<file path="src/rtl/mod_updown_counter.sv">
// Synchronous modulo-MODULUS up/down counter with clear, load, enable,
// a combinational terminal-count for cascading, and registered overflow/match flags.
module mod_updown_counter #(
    parameter int WIDTH     = 4,
    parameter int MODULUS   = 16,
    parameter int WRAP      = 1,
    parameter int RESET_VAL = 0
) (
    input  logic             clk,
    input  logic             reset,
    input  logic             clr_i,
    input  logic             load_i,
    input  logic [WIDTH-1:0] load_val_i,
    input  logic             en_i,
    input  logic             up_i,
    input  logic [WIDTH-1:0] cmp_val_i,
    output logic [WIDTH-1:0] q_o,
    output logic             tc_o,
    output logic             ovf_o,
    output logic             match_o
);

    localparam logic [WIDTH-1:0] MAX_VAL = WIDTH'(MODULUS - 1);
    localparam logic [WIDTH-1:0] RST_VAL = WIDTH'(RESET_VAL);
    localparam logic [WIDTH:0]   MOD_EXT = (WIDTH + 1)'(MODULUS);

    logic [WIDTH-1:0] q_q, q_d;
    logic             ovf_q, ovf_d;
    logic             match_q, match_d;
    logic             boundary;

    always_comb begin
        boundary = up_i ? (q_q == MAX_VAL) : (q_q == '0);
        q_d      = q_q;
        ovf_d    = 1'b0;
        if (clr_i) begin
            q_d = RST_VAL;
        end else if (load_i) begin
            // Out-of-range loads clamp to the top so the state stays legal.
            q_d = ({1'b0, load_val_i} >= MOD_EXT) ? MAX_VAL : load_val_i;
        end else if (en_i) begin
            if (boundary) begin
                ovf_d = 1'b1;
                if (WRAP != 0) begin
                    q_d = up_i ? '0 : MAX_VAL;
                end
            end else begin
                q_d = up_i ? (q_q + 1'b1) : (q_q - 1'b1);
            end
        end
        // Compare against the next value so match_o lines up with q_o.
        match_d = (q_d == cmp_val_i);
    end

    always_ff @(posedge clk or posedge reset) begin
        if (reset) begin
            q_q     <= RST_VAL;
            ovf_q   <= 1'b0;
            match_q <= 1'b0;
        end else begin
            q_q     <= q_d;
            ovf_q   <= ovf_d;
            match_q <= match_d;
        end
    end

    assign q_o     = q_q;
    assign ovf_o   = ovf_q;
    assign match_o = match_q;
    assign tc_o    = ~reset & en_i & ~clr_i & ~load_i & boundary;

endmodule

</file>
<file path="config.mk">
export PLATFORM = sky130hd
export DESIGN_NAME = mod_updown_counter
export DESIGN_NICKNAME = d
export VERILOG_FILES = /design/src/rtl/mod_updown_counter.sv
export SDC_FILE = /design/constraint.sdc
export NUM_CORES = 1
export LEC_CHECK = 0
export CORE_AREA = 4 4 41 43
export CTS_CLUSTER_SIZE = 16
export DETAILED_ROUTE_END_ITERATION = 7
export DIE_AREA = 0 0 45 47
export PLACE_DENSITY = 0.83
export SLEW_MARGIN = 15
export SYNTH_ARGS = -nofsm -noshare
export SYNTH_HDL_FRONTEND = slang
export SYNTH_SLANG_ARGS = --single-unit
</file>
<file path="constraint.sdc">
create_clock -name clk -period 5.6 [get_ports clk]
set_clock_uncertainty 0.2 [all_clocks]
set_input_delay 1.12 -clock clk [delete_from_list [all_inputs] [get_ports clk]]
set_output_delay 1.12 -clock clk [all_outputs]
set_load 0.005 [all_outputs]
</file>
== Yosys cells after proc, flatten, opt, wreduce, memory -nomap -nowiden ==
Index checks and enable logic that the tools add are counted.
Cells by class
  eq/ne operators: 2
  $add $sub $neg: 2
  div/mod/pow operators: 0
  multiply operators: 0
  shifts and indexed selects: 0
  mux-type cells: 11
  bitwise operators: 7
  order comparisons: 0
  reductions and logical operators: 1
Operator list (count)
  2-to-1 mux 4 bit: 6
  2-to-1 mux 1 bit: 5
  adder 4 x 1 -> 4 bit (second input constant): 1
  AND 1 bit: 4
  equality test 4 bit: 1
  equality test 4 bit (second input constant): 1
  logical NOT 4 bit: 1
  subtractor 4 x 1 -> 4 bit (second input constant): 1
  NOT 1 bit: 3
Word-level totals
  ROM bits: 0
  bits in latches: 0
  word-level logic and storage cells: 26
  register bits: 6
  bits in writable memories: 0
  memories kept: 0
  input port bits: 14

== Longest topological paths before layout ==
Gate-level depths: netlist (run 1).
  word-level depth: 7
  gate-level depth with buffers: 8
  depth with buffers taken out: 8

== Worst setup path after synthesis (run 1) ==
Ideal clock, no wire load.
  path type: input port to output port
  start: input port up_i
  end: output port tc_o
  path slack: 2439 ps
  stages: 5
  data arrival time: 1841 ps
  required time: 4280 ps
  cells stage by stage: and3_1 > and3_1 > nor2b_2 > nor4_1 > and2_1
On the way
  word-level cells in the longest chain between the ends: 2
Ends and longest elaborated chain
  start, declared: line 15  | input logic up_i,
  2-to-1 mux 1 bit: line 33  | boundary = up_i ? (q_q == MAX_VAL) : (q_q == '0);
  AND 1 bit: line 70  | assign tc_o = ~reset & en_i & ~clr_i & ~load_i & boundary;
  end, declared: line 18  | output logic tc_o,
No other way between the ends.

== Worst setup path in the final report (run 1) ==
Same ends and word-level chain as after synthesis.

==> summary.md, run 1 <==
| Metric | Value |
|---|---|
| Cell Int Power | `100 µW` |
| Fin crit share | `78.5%` |
| Worst r2r src | `q_o[0]` |
| Slew Viols, Final | `0` |
| Max Cap Viol | `0` |
| Placed Instance Area | `728 µm²` |
| # clock sinks | `6` |
| Synth area leader | `dfrtp_1` |
| Synth Warn # | `0` |
| FILL cells | `135` |
| Post-synth EDFFs | `0` |
| Multi-input gate area | `329 µm²` |
| Power Dens Cells | `193 mW/mm²` |
| Area Growth Syn to Fin | `46.3%` |
| Final Hold Fails | `0` |
| Iteration-0 DRC Markers | `2` |
| Vias | `497` |
| Register area | `150 µm²` |
| CTS tree | `yes` |
| Nets | `96` |
| CP Capture Type | `output pin` |
| Critical path data arrival time | `3080 ps` |
| Clock power frac | `28.5%` |
| Reg power frac | `36.0%` |
| First-pass GRT wire length | `2.06 mm` |
| Switch share | `30.7%` |
| Initial Util | `39.4%` |
| Final Instance Area | `751 µm²` |
| Die Y | `47 µm` |
| GP Congestion | `0.708` |
| CTS Buffer Depth | `2` |
| RSZ-0062 raised after global routing | `false` |
| Diode count | `0` |
| Yosys cell types | `27` |
| Sequential share of the synthesized area | `29.3%` |
| Min-delay src | `q_o[0]` |
| CP startpoint kind | `input port` |
| F_max | `227 MHz` |
| Tot GR Track Use | `13.7%` |
| DRT Wirelength | `1.20 mm` |
| Die W | `45 µm` |
| Worst-skew pair later-pin latency | `250 ps` |
| Pre-antenna DRT Iters | `4` |
| Layout cells sized above 1 | `7.79%` |
| HPWL after detailed placement | `967 µm` |
| Synth top area share | `29.3%` |
| Syn nets | `72` |
| Initial antenna violation count | `0` |
| # IOs | `21` |
| Post-cts resize count | `0` |
| Logic pwr share | `35.5%` |
| Worst min-delay path category | `reg -> reg` |
| Hold Buf Count CTS | `0` |
| Die area | `0.00212 mm²` |
| Post-CTS setup buffers | `0` |
| CP Data Required Time | `4280 ps` |
| Critical path type | `in -> out` |
| Detail Route Antenna Nets | `0` |
| Critical Path Start | `up_i` |
| H-tree levels | `1` |
| Yosys reg bits | `6` |
| NetSw | `44.5 µW` |
| Critical path fanouts, max | `4` |
| Vias/cell | `5.40` |
| Worst vdd ir | `144 µV` |
| Vias in the first global route | `491` |
| Setup TNS | `0 ps` |
| CTS root buf | `clkbuf_4` |
| Post-synth ARST share | `100%` |
| Core region area | `0.00130 mm²` |
| # rows | `13` |
| Worst-Margin Slew | `421 ps` |
| Largest net degree at the start of global routing | `11` |
| CTS Buf Count | `3` |
| Clk slew on worst S/H paths | `40 ps` |
| Post-synth top flop | `dfrtp_1` |
| Total grt overflow | `0` |
| Leak Pwr | `0.346 nW` |
| Gate Count Post-Synth | `55` |
| Wire length per cell | `13.1 µm` |
| Slew margin rel. | `71.8%` |
| Top cells by count, synth | `inv_1, dfrtp_1, a21oi_1, xor2_1, xnor2_1` |
| Port-buffer cells | `20` |
| Final worst path period need | `4400 ps` |
| Count leader, synth | `inv_1` |
| DRC Markers | `0` |
| Final setup fails | `0` |
| Synthesized cell area | `513 µm²` |
| Syn avg cell area | `9.33 µm²` |
| Top cells by area, synth | `dfrtp_1, xor2_1, inv_1` |
| Status | `finished clean` |
==> layout by cell type (no fill, tap or decap), drive strengths merged <==
cell type and n:
clkdlybuf4s50 20, inv 8, dfrtp 6, xor2 4
a21oi 4, xnor2 3, clkbuf 3, nor2b 3
and3 2, a31oi 2, nor2 2, mux2i 2
a21o 2, nor3 2, ha 2, nor4 2
nand2 1, a21boi 1, o31a 1, a211o 1
a221oi 1, o21ai 1, and2 1, a211oi 1
o2111a 1, fa 1
==> critical path: stages <==
cell	delay [ps]
clkdlybuf4s50_1	560
and3_1	200
and3_1	200
nor2b_2	60
nor4_1	250
and2_1	180
clkdlybuf4s50_1	510
==> area by class of cell <==
class | instances | area share (%)
Clock buffer | 3 | 3.00
Timing Repair Buffer | 20 | 26.7
Multi-Input combinational cell | 40 | 43.8
Inverter | 8 | 4.00
Tap cell | 15 | 2.50
Sequential cell | 6 | 20.0
==> worst paths after layout <==
check / endpoint / slack, ps / cells past startpoint
min reg2reg: q_o[0] / 630 / 3
min in group asynchronous: q_o[2] / 890 / 2
min: q_o[0] / 630 / 3
max in group asynchronous: ovf_o / 4120 / 2
max reg2reg: match_o / 3350 / 6
max: tc_o / 1200 / 7
==> power groups by stage <==
stage               clock network, mW  logic (mW)  registers (mW)
floorplan                           0      0.0284          0.0519
global placement                    0      0.0504          0.0526
detailed placement                  0      0.0514          0.0527
CTS                            0.0421      0.0519          0.0521
global route                   0.0459      0.0560          0.0531
finish                         0.0413      0.0514          0.0522
==> sequential cells by signal (all words and copies together) (netlist names) <==
name,cells
q_o,4
match_o,1
ovf_o,1
==> per-layer routing <==
layer	wire length [µm]	global-route usage [%]	vias to the layer above	part of all wire, %
met2	606	23.2	17	50
met1	489	15.2	239	41
li1	-	-	239	-
met5	0	0	-	0
met3	94	4.60	2	7.8
met4	12	7.02	0	1.0
==> through the flow <==
step / power [mW] / std cells / util (%) / hold WS (ps) / setup slack [ps]
final: 0.145 / 92 / 57.7 / 628 / 1200
after global routing: 0.155 / 92 / 57.7 / 676 / 1060
after CTS: 0.146 / 92 / 57.7 / 616 / 1180
after detailed placement: 0.104 / 89 / 56.0 / 602 / 1200
after global placement: 0.103 / 89 / 56.0 / 584 / 1250
after floorplan: 0.0803 / 55 / - / 532 / 2440
==> kinds of logic after synthesis <==
kind of cell / Yosys count / share of synthesized area [%]
AO/OA/AOI/OAI: 15 / 23.9
AND/OR/NAND/NOR: 13 / 15.6
flip-flops: 6 / 29.3
multiplexers: 2 / 3.90
buffers and inverters: 9 / 6.58
adder cells (fa/ha/maj): 3 / 8.78
XOR/XNOR: 7 / 12.0
No activity file was read; power rests on OpenSTA's default activity.
==> inputs of run 2 (changes only) <==
- CORE_AREA: 4 4 41 43 -> default
- CORE_MARGIN: default -> 4
- CORE_UTILIZATION: default -> 37
- DIE_AREA: 0 0 45 47 -> default
- clock period: 5.6 -> 3.85 ns (I/O delays scaled with it)
==> summary.md, run 2 (synthesis results as in run 1) <==
| Metric | Value |
|---|---|
| Final worst path period need | `3580 ps` |
| Slew margin rel. | `77.6%` |
| Worst vdd ir | `242 µV` |
| Slowest cell on crit path | `clkdlybuf4s50_1` |
| Worst-skew pair later-pin latency | `240 ps` |
| F_max | `280 MHz` |
| Initial antenna violation count | `0` |
| CTS Buf Count | `3` |
| Final setup fails | `0` |
| Area Growth Syn to Fin | `49.0%` |
| Worst min-delay path category | `in -> async` |
| Pre-antenna DRT Iters | `4` |
| H-tree levels | `1` |
| Most common cell after layout, fill and taps aside | `clkdlybuf4s50_1` |
| Largest stage delay, worst path | `550 ps` |
| Most frequent cells in the layout | `clkdlybuf4s50_1, inv_1, dfrtp_1` |
| Detail Route Antenna Nets | `0` |
| CP Capture Type | `output pin` |
| Cell Int Power | `147 µW` |
| Fin crit share | `92.9%` |
| Reg power frac | `36.1%` |
| HPWL after detailed placement | `955 µm` |
| Initial Util | `39.4%` |
| Nets | `97` |
| Vias | `468` |
| Vias/cell | `5.03` |
| # rows | `13` |
| Final Hold Fails | `0` |
| Critical path data arrival time | `2610 ps` |
| DRT Wirelength | `1.20 mm` |
| Worst r2r src | `q_o[0]` |
| FILL cells | `126` |
| Power Dens Cells | `275 mW/mm²` |
| Diode count | `0` |
| Core region area | `0.00130 mm²` |
| Hold Buf Count CTS | `0` |
| Critical path type | `in -> out` |
| CTS root buf | `clkbuf_4` |
| Leak Pwr | `0.351 nW` |
| Post-cts resize count | `0` |
| Switch share | `30.1%` |
| Die W | `45.2 µm` |
| Vias in the first global route | `497` |
| Die Y | `45.2 µm` |
| Total grt overflow | `0` |
| Status | `finished clean` |
| Critical Path Start | `up_i` |
| Iteration-0 DRC Markers | `5` |
| Critical path fanouts, max | `4` |
| CP Data Required Time | `2880 ps` |
| Tot GR Track Use | `13.3%` |
| Slew Viols, Final | `0` |
| GP Congestion | `0.736` |
| Worst setup path endpoint | `tc_o` |
| First-pass GRT wire length | `1.98 mm` |
| Wire length per cell | `12.9 µm` |
| Reg2Reg Depth | `6` |
| Largest net degree at the start of global routing | `10` |
| Post-CTS setup buffers | `0` |
| Final Instance Area | `764 µm²` |
| Max Cap Viol | `0` |
| Worst-Margin Slew | `335 ps` |
| Placed Instance Area | `736 µm²` |
| Setup TNS | `0 ps` |
| Port-buffer cells | `20` |
| CTS Buffer Depth | `2` |
| Layout cells sized above 1 | `10.3%` |
| Logic pwr share | `36.4%` |
| Reg2Reg Capture Point | `match_o` |
| Die area | `0.00205 mm²` |
| CTS tree | `yes` |
| CP startpoint kind | `input port` |
| RSZ-0062 raised after global routing | `false` |
| Clk slew on worst S/H paths | `40 ps` |
| DRC Markers | `0` |
| # IOs | `21` |
| # clock sinks | `6` |
| Hold Slack | `552 ps` |
| Max reg flops | `4` |
| NetSw | `63.2 µW` |
| Setup slack, reg-to-reg | `1580 ps` |
| Crit path cell chain | `clkdlybuf4s50_1, and3_1, and3_1, nor2b_2, nor4_2, and2_1, clkdlybuf4s50_1` |
| Clock power frac | `27.5%` |
==> run 2: worst min path at each step <==
stage            from       to  slack (ps)
3_3_place_gp   q_o[3]   q_o[3]         590
2_1_floorplan   reset  match_o         370
6_report        reset   q_o[2]         550
3_5_place_dp   q_o[3]   q_o[3]         580
5_1_grt         reset  match_o         550
4_1_cts         reset   q_o[0]         550
==> run 2: power by group through the flow <==
stage / clock [mW] / combinational (mW) / sequential (mW)
floorplan: 0 / 0.0413 / 0.0755
global placement: 0 / 0.0742 / 0.0765
detailed placement: 0 / 0.0759 / 0.0765
CTS: 0.0603 / 0.0765 / 0.0756
global route: 0.0651 / 0.0834 / 0.0769
finish: 0.0578 / 0.0765 / 0.0757
==> run 2: worst max-delay path, delay by kind of cell <==
| family | cells | cell delay [ps] |
|---|---|---|
| AND/OR/NAND/NOR | 5 | 790 |
| buffers and inverters | 2 | 1040 |
==> run 2: area by class of cell <==
| type | count | area (µm²) | share of cell area, % |
|---|---|---|---|
| clock buffer | 3 | 22.5 | 2.95 |
| inverter | 8 | 30.0 | 3.93 |
| multi-input combinational | 40 | 335 | 43.9 |
| sequential | 6 | 150 | 19.6 |
| tap | 15 | 18.8 | 2.45 |
| timing repair buffer | 21 | 208 | 27.2 |
==> run 2: layer usage <==
layer,up-vias,track usage [%],part of all wire (%)
li1,239,-,-
met1,212,15.0,43
met2,17,22.9,48
met3,0,5.58,8.6
met4,0,3.51,0
met5,-,0,0
==> run 2: through the flow <==
stage | power (mW) | std cells | util [%] | setup WS [ps]
6_report | 0.210 | 93 | 58.8 | 273
5_1_grt | 0.225 | 93 | 58.8 | 115
4_1_cts | 0.212 | 93 | 58.3 | 169
3_5_place_dp | 0.152 | 90 | 56.5 | 177
3_3_place_gp | 0.151 | 90 | 56.5 | 205
2_1_floorplan | 0.117 | 55 | - | 1390
==> variant: new RTL, config.mk and constraints of run 2 <==
Put a register stage on the output `tc_o`. The value now appears one clock later. The other outputs are not delayed to match.
--- a/src/rtl/mod_updown_counter.sv
+++ b/src/rtl/mod_updown_counter.sv
@@ -67,7 +67,9 @@
     assign q_o     = q_q;
     assign ovf_o   = ovf_q;
     assign match_o = match_q;
-    assign tc_o    = ~reset & en_i & ~clr_i & ~load_i & boundary;
+    always_ff @(posedge clk) begin
+        tc_o <= ~reset & en_i & ~clr_i & ~load_i & boundary;
+    end
 
 endmodule
 
Function: changed (Yosys sat finds a counterexample within 4 cycles, from zero or initial values and one cycle with reset high).
==> variant against run 2 <==
- sequential power grew 14%
- worst hold slack lost 0.017 ns
- clock power grew 11%
- sequential cell count grew 1
- wire length grew 1.6%
- via count grew 4.7%
- core utilization shrank 0.68 points
- die area grew 3.2%
- design area grew 1.3%
- total power grew 7.4%
- setup slack gained 0.69 ns
- area after synthesis grew 3.9%
- largest cell class unchanged
==> variant: results (changes against run 2) <==
- The leakage power came to 0.355 nW (was 0.351 nW).
- The slew at the pin closest to its max-slew limit came to 0.437 ns (was 0.335 ns).
- The estimated wirelength of the detail-placed design came to 1.01 mm (was 955 um).
- The global router's overall resource usage is 13.4% (was 13.3%).
- The synthesized area divided by synthesized cell count is 9.52 um2 (was 9.33 um2).
- The share of flip-flops with an asynchronous set or reset after synthesis was 85.7% (was 100%).
- The pin count of the biggest net entering global routing was 11 (was 10).
- The data arrival at the endpoint of the critical path is 2.87 ns (was 2.61 ns).
- The largest voltage drop on the vdd net came to 0.174 mV (was 0.242 mV).
- The overall power of the completed layout is 0.000226 W (was 0.000210 W).
- The pre-CTS worst setup slack is 0.724 ns (was 0.177 ns).
- Largest cells by area after synthesis: sky130_fd_sc_hd__dfrtp_1 (28%), sky130_fd_sc_hd__xor2_1 (6.6%), sky130_fd_sc_hd__inv_1 (5.6%) (was sky130_fd_sc_hd__dfrtp_1 (29%), sky130_fd_sc_hd__xor2_1 (6.8%), sky130_fd_sc_hd__inv_1 (5.9%)).
- The sequential fraction of design power is 38.4% (was 36.1%).
- The fraction of the mapped netlist area in compound gates is 23.0% (was 23.9%).
- The multiplexer area fraction after synthesis is 3.76% (was 3.90%).
- The net count after synthesis is 73 (was 72).
- The initial DRC count is 3 (was 5).
- The count of TritonRoute iterations in the first routing pass is 3 (was 4).
- The wire length reported by the detailed router came to 1.22 mm (was 1.20 mm).
- The combinational power was 0.0000749 W (was 0.0000765 W).
- The fill cell instance count of the final layout is 122 (was 126).
- The final cell count without fillers is 94 (was 93).
- The fraction of final layout cells sized beyond drive strength 1 is 7.59% (was 10.3%).
- The post-synthesis share of cell area spent on xor and xnor gates came to 11.5% (was 12.0%).
- The first-pass GRT wire length is 1.92 mm (was 1.98 mm).
- The routed via count divided by cell count is 5.21 (was 5.03).
- The number of global-route vias before repair came to 438 (was 497).
- The register area share after synthesis is 31.9% (was 29.3%).
- The switching part of the total power is 28.8% (was 30.1%).
- Result of the run: finished, final reports clean (unchanged).
==> variant: cell types whose count changed in the layout (fill, tap and decap cells not counted), sizes merged <==
| cell | before | now |
|---|---|---|
| buf | 1 | 0 |
| clkbuf | 3 | 4 |
| dfxtp | 0 | 1 |
==> variant: final cells by class <==
type	count	area share [%]
Multi-Input combinational cell	40	42.5
Clock buffer	4	3.39
Sequential cell	7	22.0
Tap cell	15	2.42
Timing Repair Buffer	20	25.8
Inverter	8	3.88
==> variant: per-layer routing <==
metal | GRT usage, % | routed length [um] | vias to the layer above
met5 | 0 | 0 | -
met4 | 13.6 | 46 | 0
met3 | 1.58 | 67 | 4
met2 | 19.8 | 608 | 15
met1 | 15.9 | 492 | 226
li1 | - | - | 245
==> variant: critical path: stages <==
cell and delay, ns:
sky130_fd_sc_hd__clkdlybuf4s50_1 0.59, sky130_fd_sc_hd__inv_1 0.11, sky130_fd_sc_hd__ha_1 0.31, sky130_fd_sc_hd__a21o_1 0.18, sky130_fd_sc_hd__a21oi_1 0.17, sky130_fd_sc_hd__xnor2_1 0.10
sky130_fd_sc_hd__a31oi_1 0.28, sky130_fd_sc_hd__xnor2_1 0.17, sky130_fd_sc_hd__o2111a_1 0.20
==> variant: worst paths after layout <==
path,from,end,slack [ns],cells after the start
max reg2reg,q_o[0],match_o,1.61,6
min reg2reg,q_o[3],q_o[3],0.61,2
min in group clk,q_o[3],q_o[3],0.61,2
max,up_i,match_o,0.97,9
min,reset,ovf_o,0.53,2
max in group asynchronous,reset,q_o[3],2.72,2
==> variant: metrics by stage <==
stage	cell area [um2]	utilization [%]
2_1_floorplan	533	-
3_3_place_gp	748	56.1
3_5_place_dp	748	56.1
4_1_cts	774	58.1
5_1_grt	774	58.1
6_report	774	58.1
